## src/rtl/tpu_drain_defs.sv

```systemverilog
// Shared definitions for the results-SRAM drain path: FSM state encoding,
// lane counter width and the lane sign-extension helper.
package tpu_drain_defs;

   typedef enum logic [2:0] {
      ST_IDLE = 3'd0,
      ST_RD   = 3'd1,
      ST_WT   = 3'd2,
      ST_LD   = 3'd3,
      ST_TX   = 3'd4,
      ST_FIN  = 3'd5
   } drain_state_t;

   localparam int DEF_MATRIX_SIZE = 8;
   localparam int LANE_CNT_W      = $clog2(DEF_MATRIX_SIZE);
   localparam int SEXT_MAX_W      = 64;

   // Sign-extends the low bw bits of val to SEXT_MAX_W bits (bw <= SEXT_MAX_W).
   function automatic logic [SEXT_MAX_W-1:0] sign_extend(input logic [SEXT_MAX_W-1:0] val,
                                                         input int bw);
      logic signed [SEXT_MAX_W-1:0] tmp;
      tmp = $signed(val << (SEXT_MAX_W - bw));
      return $unsigned(tmp >>> (SEXT_MAX_W - bw));
   endfunction

endpackage

```

## src/rtl/result_lane_serializer.sv

```systemverilog
// Holds one result word and presents it lane by lane (lane 0 first) as
// sign-extended beats on a valid/ready interface.
module result_lane_serializer
   import tpu_drain_defs::*;
#(
   parameter int MATRIX_SIZE    = 8,
   parameter int PARTIAL_SUM_BW = 20,
   parameter int OUT_BW         = 32
) (
   input  logic                                   clk,
   input  logic                                   rstn,
   input  logic                                   load,
   input  logic [MATRIX_SIZE*PARTIAL_SUM_BW-1:0]  load_word,
   input  logic                                   load_last,
   input  logic                                   out_ready,
   output logic                                   out_valid,
   output logic [OUT_BW-1:0]                      out_data,
   output logic                                   out_last,
   output logic                                   final_accept
);

   localparam int LW = (MATRIX_SIZE > 1) ? $clog2(MATRIX_SIZE) : 1;
   localparam logic [LW-1:0] LANE_MAX = LW'(MATRIX_SIZE - 1);
   localparam int WW = MATRIX_SIZE * PARTIAL_SUM_BW;

   logic [WW-1:0] shreg;
   logic [LW-1:0] lane_cnt;
   logic          last_word;
   logic          accept;

   assign accept       = out_valid & out_ready;
   assign final_accept = accept & (lane_cnt == LANE_MAX);

   // A load wins over an accept so a new word can follow the final lane back-to-back.
   always_ff @(posedge clk or negedge rstn) begin
      if (!rstn) begin
         shreg     <= '0;
         lane_cnt  <= '0;
         out_valid <= 1'b0;
         last_word <= 1'b0;
      end else if (load) begin
         shreg     <= load_word;
         lane_cnt  <= '0;
         out_valid <= 1'b1;
         last_word <= load_last;
      end else if (accept) begin
         shreg <= shreg >> PARTIAL_SUM_BW;
         if (lane_cnt == LANE_MAX) begin
            out_valid <= 1'b0;
            lane_cnt  <= '0;
         end else begin
            lane_cnt <= lane_cnt + 1'b1;
         end
      end
   end

   assign out_data = OUT_BW'(sign_extend(SEXT_MAX_W'(shreg[PARTIAL_SUM_BW-1:0]), PARTIAL_SUM_BW));
   assign out_last = out_valid & last_word & (lane_cnt == LANE_MAX);

endmodule

```

## src/rtl/result_drain_ctrl.sv

```systemverilog
// Results-SRAM drain controller: reads num_words words from base_addr and
// streams their lanes to the host. Optional RESULT_DRAIN_PREFETCH_EN overlaps
// the next word's read with the current word's transmission.
//
// state   | meaning
// IDLE    | waiting for start
// RD      | SRAM read strobe issued for the current word
// WT      | SRAM read latency cycle
// LD      | read data captured into the lane serializer
// TX      | lanes being streamed to the host
// FIN     | job complete, done pulse
module result_drain_ctrl
   import tpu_drain_defs::*;
#(
   parameter int ADDRESSSIZE    = 10,
   parameter int MATRIX_SIZE    = 8,
   parameter int PARTIAL_SUM_BW = 20,
   parameter int OUT_BW         = 32
) (
   input  logic                                   clk,
   input  logic                                   rstn,
   input  logic                                   start,
   input  logic [ADDRESSSIZE-1:0]                 base_addr,
   input  logic [ADDRESSSIZE:0]                   num_words,
   output logic                                   rd_en,
   output logic [ADDRESSSIZE-1:0]                 rd_addr,
   input  logic [MATRIX_SIZE*PARTIAL_SUM_BW-1:0]  rd_data,
   output logic                                   out_valid,
   input  logic                                   out_ready,
   output logic [OUT_BW-1:0]                      out_data,
   output logic                                   out_last,
   output logic                                   busy,
   output logic                                   done
);

   localparam int WW = MATRIX_SIZE * PARTIAL_SUM_BW;

   drain_state_t           state, state_nxt;
   logic [ADDRESSSIZE:0]   num_q;
   logic [ADDRESSSIZE:0]   word_idx;
   logic [ADDRESSSIZE-1:0] next_addr;
   logic [ADDRESSSIZE-1:0] issue_addr;
   logic                   issue;
   logic                   more_words;
   logic                   ser_load;
   logic                   ser_load_last;
   logic [WW-1:0]          ser_word;
   logic                   final_accept;

   assign busy       = (state != ST_IDLE);
   assign done       = (state == ST_FIN);
   assign more_words = ((word_idx + 1'b1) != num_q);
   assign issue_addr = (state == ST_IDLE) ? base_addr : next_addr;

`ifdef RESULT_DRAIN_PREFETCH_EN
   // Prefetch needs at least three lanes so the next word lands before the final lane.
   logic [ADDRESSSIZE:0] rd_cnt;
   logic [WW-1:0]        hold;
   logic                 hold_valid;
   logic                 pf_cap;
   logic                 pf_issue;

   assign pf_issue = (state == ST_TX) && (rd_cnt != num_q) && !hold_valid && !pf_cap && !rd_en;
`endif

   always_comb begin
      state_nxt     = state;
      issue         = 1'b0;
      ser_load      = 1'b0;
      ser_word      = rd_data;
      ser_load_last = !more_words;
      case (state)
         ST_IDLE: begin
            if (start) begin
               if (num_words == '0) begin
                  state_nxt = ST_FIN;
               end else begin
                  state_nxt = ST_RD;
                  issue     = 1'b1;
               end
            end
         end
         ST_RD: state_nxt = ST_WT;
         ST_WT: state_nxt = ST_LD;
         ST_LD: begin
            ser_load  = 1'b1;
            state_nxt = ST_TX;
         end
         ST_TX: begin
            if (final_accept) begin
               if (!more_words) begin
                  state_nxt = ST_FIN;
               end else begin
`ifdef RESULT_DRAIN_PREFETCH_EN
                  ser_load      = 1'b1;
                  ser_word      = hold_valid ? hold : rd_data;
                  ser_load_last = ((word_idx + (ADDRESSSIZE+1)'(2)) == num_q);
`else
                  state_nxt = ST_RD;
                  issue     = 1'b1;
`endif
               end
            end
         end
         ST_FIN:  state_nxt = ST_IDLE;
         default: state_nxt = ST_IDLE;
      endcase
`ifdef RESULT_DRAIN_PREFETCH_EN
      issue = issue | pf_issue;
`endif
   end

   always_ff @(posedge clk or negedge rstn) begin
      if (!rstn) begin
         state     <= ST_IDLE;
         rd_en     <= 1'b0;
         rd_addr   <= '0;
         next_addr <= '0;
         num_q     <= '0;
         word_idx  <= '0;
      end else begin
         state <= state_nxt;
         rd_en <= issue;
         if (issue) begin
            rd_addr   <= issue_addr;
            next_addr <= issue_addr + 1'b1;
         end
         if ((state == ST_IDLE) && start) begin
            num_q    <= num_words;
            word_idx <= '0;
         end
         if ((state == ST_TX) && final_accept && more_words) begin
            word_idx <= word_idx + 1'b1;
         end
      end
   end

`ifdef RESULT_DRAIN_PREFETCH_EN
   // pf_cap marks the cycle in which a prefetch read's data sits on rd_data.
   always_ff @(posedge clk or negedge rstn) begin
      if (!rstn) begin
         rd_cnt     <= '0;
         hold       <= '0;
         hold_valid <= 1'b0;
         pf_cap     <= 1'b0;
      end else begin
         pf_cap <= rd_en && (state == ST_TX);
         if (state == ST_IDLE) begin
            rd_cnt <= {{ADDRESSSIZE{1'b0}}, issue};
         end else if (issue) begin
            rd_cnt <= rd_cnt + 1'b1;
         end
         if ((state == ST_IDLE) || (ser_load && (state == ST_TX))) begin
            hold_valid <= 1'b0;
         end else if (pf_cap) begin
            hold       <= rd_data;
            hold_valid <= 1'b1;
         end
      end
   end
`endif

   result_lane_serializer #(
      .MATRIX_SIZE    (MATRIX_SIZE),
      .PARTIAL_SUM_BW (PARTIAL_SUM_BW),
      .OUT_BW         (OUT_BW)
   ) u_ser (
      .clk          (clk),
      .rstn         (rstn),
      .load         (ser_load),
      .load_word    (ser_word),
      .load_last    (ser_load_last),
      .out_ready    (out_ready),
      .out_valid    (out_valid),
      .out_data     (out_data),
      .out_last     (out_last),
      .final_accept (final_accept)
   );

endmodule
```

## config.mk

```make
export PLATFORM = sky130hd
export DESIGN_NAME = result_drain_ctrl
export DESIGN_NICKNAME = d
export VERILOG_FILES = /design/src/rtl/tpu_drain_defs.sv /design/src/rtl/result_lane_serializer.sv /design/src/rtl/result_drain_ctrl.sv
export SDC_FILE = /design/constraint.sdc
export NUM_CORES = 1
export LEC_CHECK = 0
export CAP_MARGIN = 20
export CELL_PAD_IN_SITES_DETAIL_PLACEMENT = 1
export CELL_PAD_IN_SITES_GLOBAL_PLACEMENT = 2
export CORE_UTILIZATION = 36
export DETAILED_ROUTE_END_ITERATION = 10
export MAX_ROUTING_LAYER = met4
export PLACE_DENSITY = 0.95
export SLEW_MARGIN = 20
export SYNTH_ARGS = -nofsm -noshare
export SYNTH_HDL_FRONTEND = slang
export SYNTH_HIERARCHICAL = 1
export SYNTH_SLANG_ARGS = --single-unit
```

## constraint.sdc

```tcl
create_clock -name clk -period 5.5 [get_ports clk]
set_input_delay 1.1 -clock clk [delete_from_list [all_inputs] [get_ports clk]]
set_output_delay 1.1 -clock clk [all_outputs]
set_load 0.005 [all_outputs]
```

==> results.toml, run 1 <==
[worst_setup_path]
timing.critical_path.fanout_max = 23
critPathArrivalTime_ns = 4.38
end_kind = "flip-flop"
worst_path_largest_cell_delay_ns = 0.51
critical_path_required_ns = 5.90
timing.critical_path.max_delay_family = "simple AND/OR/NAND/NOR gates"
crit_path_top_delay_cell = "sky130_fd_sc_hd__o31ai_4"
path_cells = "ha_1 -> nand3_1 -> or3_1 -> a211o_1 -> or4_4 -> o31ai_4 -> buf_4 -> and2_4 -> inv_4 -> mux2_4"
timing.critical_path.from_type = "flip-flop"
crit_buf_inv = 2
crit_type = "reg2reg"

[cells_and_area]
final_cell_mix = "sky130_fd_sc_hd__clkdlybuf4s50_1, sky130_fd_sc_hd__dfrtp_1, sky130_fd_sc_hd__nand2_1"
post_route_cells_drive_above_1_share = 0.132
final_util = 0.455
nets = 1553
syn_to_final_growth_pct = 24.0
final_common_cell = "sky130_fd_sc_hd__clkdlybuf4s50_1"
design_area_sq_um = 15300
nFillCells = 3733

[synthesis]
synthTopCellsByArea = "sky130_fd_sc_hd__dfrtp_1, sky130_fd_sc_hd__o211ai_2, sky130_fd_sc_hd__nand4b_1"
async_reset_ff_frac = 1.00
ys_warn_count = 6
synth.avg_cell_area_sq_um = 9.91
synth.yosys.seq_area_share = 0.427
mapped_cell_area_sq_um = 12400
yosys_register_bits = 211
syn_nets = 1438
mapped_cells = 1249
synth_flop_cell = "sky130_fd_sc_hd__dfrtp_1"
synth_enable_flop_cells = 0
synth_top_area_share = 0.427
synth.largest_area_cell = "sky130_fd_sc_hd__dfrtp_1"
yosys.cell_types.count = 62

[grt]
grt_use_total = 0.205
grt_antenna_before_repair = 2
grt-ovfl-total = 0
first_pass_grt_wire_length_microns = 56500
vias_in_the_first_global_route = 10200
largest_net_degree_at_the_start_of_global_routing = 297

[cts]
insertion_delay_ns = 0.52
cts_root_buf = "sky130_fd_sc_hd__clkbuf_16"
cts-buffers-inserted = 26
ctsHoldBuffers = 0
clkTransAtPathRegs_ns = 0.06
cts_max_level = 1
number_of_post_cts_setup_repair_buffers = 0
cts-root-to-sink-buffers = 3
numClockSinks = 211
resized_gates_after_cts = 0
clock_tree_from_tritoncts = "done"

[route]
via_per_inst = 5.39
routed_wire_length_per_instance_microns = 19.5
drt_pre_antenna_iters = 5
detail_route.wirelength_microns = 35700
number_of_design_rule_violations_left_after_detail_routing = 0
drtIter0Drc = 628
route.antenna.remaining_nets = 0
vias = 9874

[pwr]
max-vdd-ir-drop_mv = 0.339
seq_power_share = 0.356
intPower_uw = 4700
power.switching_uw = 2800
total_leakage_power_uw = 0.00619
power.share.switching = 0.373
power.density_nw_per_um2 = 489
power.clock.fraction = 0.221
pwr-share-comb = 0.423

[place]
postPlaceCellArea_sq_um = 14500
post-dp-hpwl_microns = 23600
port_buffers = 231
routabilityCongestion = 0.820

[sta]
clock-skew-final_ns = 0.0111
worst_pin_slew_ns = 1.03
report.final.slew_viol_count = 0
finalHoldViolations = 0
fmaxAchievable_mhz = 251
relSlewSlack = 0.317
fin_tns_setup_ns = 0
final.period_utilization = 0.724
period_needed_ns = 3.98
grt_setup_unrepaired = "false"
report.final.setup_viol = 0

[floorplan]
io-pin-count = 232
fp.dieH_microns = 187
floorplan.core_area_sq_um = 33700
start_util = 0.367
fp.dieArea_sq_um = 35100
die_w_microns = 187
floorplan_row_count = 67

[run]
max_cap_viol_count = 0

[hold_path]
hold_class = "reg2reg"

[status]
status = "completed"
-- path summary, 6_finish.rpt --
kind	endpoint	start	slack [ns]	cells after the start
worst max-delay path	rd_addr[0]	word_idx[0]	1.52	10
worst min-delay path	u_ser/last_word	u_ser/last_word	0.51	1
worst max register to register	rd_addr[0]	word_idx[0]	1.52	10
worst min register to register	u_ser/last_word	u_ser/last_word	0.51	1
max in group asynchronous	u_ser/shreg[110]	rstn	3.68	2
min in group asynchronous	rd_addr[6]	rstn	0.57	1
-- registers in the layout, indices dropped and copies added, names as in the netlist --
signal and cells:
next_addr 10, num_q 11, rd_addr 10, rd_en 1, state 3, u_ser/lane_cnt 3, u_ser/last_word 1, u_ser/out_valid 1
u_ser/shreg 160, word_idx 11
-- layout make-up --
cell class | count | area [sq um] | area share
multi-input cells | 857 | 6140 | 0.400
flip-flops and latches | 211 | 5280 | 0.344
well taps | 448 | 561 | 0.0365
clock buffers | 40 | 764 | 0.0498
inverters | 27 | 104 | 0.00677
diodes | 2 | 5.00 | 0.000326
repair buffers | 241 | 2430 | 0.158
clock inverters | 6 | 61.3 | 0.00399
-- through the flow --
step	hold WS, ns	instances	worst slack (ns)	total power [uW]
detailed placement	0.501	1784	1.55	5870
global placement	0.484	1784	1.71	5760
finish	0.506	1832	1.52	7500
floorplan	0.473	1249	2.60	4980
CTS	0.504	1830	1.53	7590
global route	0.539	1832	1.32	8010
-- synthesized netlist by cell type, drive strengths merged, types with 11 or more instances --
cell	number
a21oi	22
buf	105
clkbuf	49
dfrtp	211
inv	27
mux2	18
mux2i	11
nand2	194
nand2b	143
nand3	22
nand4b	140
nor2	16
nor3	12
o211ai	122
o21ai	39
o311ai	20
-- logic make-up (layout without fill, tap and decap cells) --
kind of cell | Yosys count | in the layout | synth area share
and+or+nand+nor | 565 | 565 | 0.271
buffers and inverters | 181 | 314 | 0.0784
xor gates and xnor gates | 14 | 14 | 0.00991
other | 0 | 2 | 0
muxes | 29 | 29 | 0.0271
AOI/OAI and AO/OA | 245 | 245 | 0.183
adders and majority gates | 4 | 4 | 0.00404
DFF | 211 | 211 | 0.427
-- layer usage --
layer,routed length (microns),global-route usage,share of wire
met5,0,-,0
met4,792,0.0510,0.022
met3,1170,0.0221,0.033
met2,17100,0.326,0.48
met1,16700,0.277,0.47
-- power by group through the flow --
stage	Sequential (uW)	Clock, uW	Combinational [uW]
final	2670	1660	3170
after global routing	2750	1770	3490
after CTS	2680	1710	3200
after detailed placement	2700	0	3170
after global placement	2670	0	3090
after floorplan	2460	0	2520
-- worst register-to-register path: stages, from the launching register on --
cell	delay [ns]
sky130_fd_sc_hd__dfrtp_1	0.47
sky130_fd_sc_hd__ha_1	0.44
sky130_fd_sc_hd__nand3_1	0.20
sky130_fd_sc_hd__or3_1	0.38
sky130_fd_sc_hd__a211o_1	0.30
sky130_fd_sc_hd__or4_4	0.44
sky130_fd_sc_hd__o31ai_4	0.51
sky130_fd_sc_hd__buf_4	0.38
sky130_fd_sc_hd__and2_4	0.31
sky130_fd_sc_hd__inv_4	0.11
sky130_fd_sc_hd__mux2_4	0.31
(Power assumes the default switching activity.)
==> inputs of run 2 (changes only) <==
- CORE_UTILIZATION: 36 -> 30
- PLACE_DENSITY: 0.95 -> 0.85
- clock period: 5.5 -> 3.4 ns (I/O delays scaled with it)
==> results.toml, run 2 (synthesis results as in run 1) <==
[sta]
worst_hold_slack_ns = 0.0780
final.period_utilization = 0.916
clock-skew-final_ns = 0.0113
report.final.setup_viol = 0
grt_setup_unrepaired = "false"
relSlewSlack = 0.435
finalHoldViolations = 0
fmaxAchievable_mhz = 321
report.final.slew_viol_count = 0
period_needed_ns = 3.11
fin_tns_setup_ns = 0
worst_pin_slew_ns = 0.845

[pwr]
design_power_total_uw = 12500
power.switching_uw = 4620
power.share.switching = 0.369
max-vdd-ir-drop_mv = 0.441
seq_power_share = 0.338
pwr-share-comb = 0.433
intPower_uw = 7910
power.density_nw_per_um2 = 793
total_leakage_power_uw = 0.00637
power.clock.fraction = 0.229

[grt]
grt_antenna_before_repair = 0
grt_use_total = 0.182
grt-ovfl-total = 0
largest_net_degree_at_the_start_of_global_routing = 148
first_pass_grt_wire_length_microns = 59000
vias_in_the_first_global_route = 10300

[cells_and_area]
post_route_cells_drive_above_1_share = 0.150
ff_latch_area_sq_um = 5280
multi_input_area_sq_um = 6140
final_common_cell = "sky130_fd_sc_hd__clkdlybuf4s50_1"
nFillCells = 4577
final_cell_mix = "sky130_fd_sc_hd__clkdlybuf4s50_1, sky130_fd_sc_hd__dfrtp_1, sky130_fd_sc_hd__nand2_1"
antenna_cells = 0
syn_to_final_growth_pct = 27.7
largest-register = "u_ser/shreg"
biggest_registers_after_layout = "u_ser/shreg (160), num_q (11), word_idx (11)"
nets = 1577
largest_register_ff_count = 160

[worst_setup_path]
r2r.worst_path.cells = 9
end_kind = "flip-flop"
startpoint = "word_idx[0]"
ff2ff_setup_slack_ns = 0.29
reg2reg_to = "next_addr[1]"
crit_buf_inv = 1
timing.critical_path.max_delay_family = "simple AND/OR/NAND/NOR gates"
reg2reg_from = "word_idx[0]"
cell_depth_of_the_worst_setup_path = 9
worst_path_largest_cell_delay_ns = 0.47
crit_path_top_delay_cell = "sky130_fd_sc_hd__dfrtp_1"
critPathArrivalTime_ns = 3.53
path_cells = "ha_1 -> nand3_1 -> or3_1 -> a211o_1 -> or4_4 -> o31ai_4 -> and2_4 -> inv_4 -> mux2_4"
timing.critical_path.fanout_max = 13
crit_type = "reg2reg"
critical_path_required_ns = 3.81
setup.worst_path.end = "next_addr[1]"
timing.critical_path.from_type = "flip-flop"

[route]
drt_pre_antenna_iters = 4
number_of_design_rule_violations_left_after_detail_routing = 0
route.antenna.remaining_nets = 0
via_per_inst = 5.10
detail_route.wirelength_microns = 37500
drtIter0Drc = 615
routed_wire_length_per_instance_microns = 19.4
vias = 9878

[cts]
number_of_post_cts_setup_repair_buffers = 0
resized_gates_after_cts = 0
numClockSinks = 211
clock_tree_from_tritoncts = "done"
cts-buffers-inserted = 26
ctsHoldBuffers = 0
cts_max_level = 1
insertion_delay_ns = 0.53
cts-root-to-sink-buffers = 3
cts_root_buf = "sky130_fd_sc_hd__clkbuf_16"
clkTransAtPathRegs_ns = 0.06

[place]
routabilityCongestion = 0.829
port_buffers = 231
post-dp-hpwl_microns = 25600

[floorplan]
io-pin-count = 232
fp.dieArea_sq_um = 42100
fp.dieH_microns = 205
die_w_microns = 205
floorplan_row_count = 74
start_util = 0.304
floorplan.core_area_sq_um = 40700

[status]
status = "completed"

[run]
max_cap_viol_count = 0

[hold_path]
hold_class = "in2async"
[run 2: changes by cell type in the layout (fill, tap and decap cells not counted), sizes merged]
cell,before,now
buf,12,36
diode,2,0
bufinv,1,2
clkbuf,40,39
clkinv,3,2
inv,28,27
[run 2: worst min-delay path by stage]
stage,depth (start not counted),startpoint,end
after floorplan,0,rstn,next_addr[0]
after global placement,1,u_ser/last_word,u_ser/last_word
after detailed placement,1,rd_addr[8],rd_addr[8]
after CTS,1,rstn,rd_addr[2]
after global routing,1,rstn,rd_addr[8]
final,1,rstn,rd_addr[2]
[run 2: cell type report]
type,count,share of cell area
multi-input combinational,857,0.388
sequential,211,0.334
timing repair buffer,265,0.173
clock buffer,39,0.0507
tap,532,0.0421
inverter,27,0.00657
clock inverter,5,0.00514
[run 2: stage by stage]
step | cells | cell area, sq um | utilization | worst slack [ns]
after floorplan | 1249 | 12400 | - | 0.503
after global placement | 1892 | 14900 | 0.366 | 0.356
after detailed placement | 1892 | 14900 | 0.366 | 0.325
after CTS | 1936 | 15800 | 0.388 | 0.285
after global routing | 1936 | 15800 | 0.388 | 0.139
final | 1936 | 15800 | 0.388 | 0.286
[run 2: power groups by stage]
| stage | clock (uW) | combinational, uW | sequential, uW |
|---|---|---|---|
| after floorplan | 0 | 4080 | 3980 |
| after global placement | 0 | 5360 | 4250 |
| after detailed placement | 0 | 5470 | 4280 |
| after CTS | 2960 | 5500 | 4250 |
| after global routing | 3050 | 6000 | 4360 |
| final | 2870 | 5430 | 4240 |
[run 2: routing by layer]
metal,share of wire,track usage,vias up
met2,0.48,0.295,204
li1,-,-,4733
met1,0.46,0.243,4906
met3,0.039,0.0240,35
met5,0,-,-
met4,0.016,0.0394,0
[run 2: worst reg2reg max path, cell delays in order (launching register included)]
cell	delay (ns)
sky130_fd_sc_hd__dfrtp_1	0.47
sky130_fd_sc_hd__ha_1	0.21
sky130_fd_sc_hd__nand3_1	0.12
sky130_fd_sc_hd__or3_1	0.37
sky130_fd_sc_hd__a211o_1	0.30
sky130_fd_sc_hd__or4_4	0.44
sky130_fd_sc_hd__o31ai_4	0.33
sky130_fd_sc_hd__and2_4	0.31
sky130_fd_sc_hd__inv_4	0.12
sky130_fd_sc_hd__mux2_4	0.32
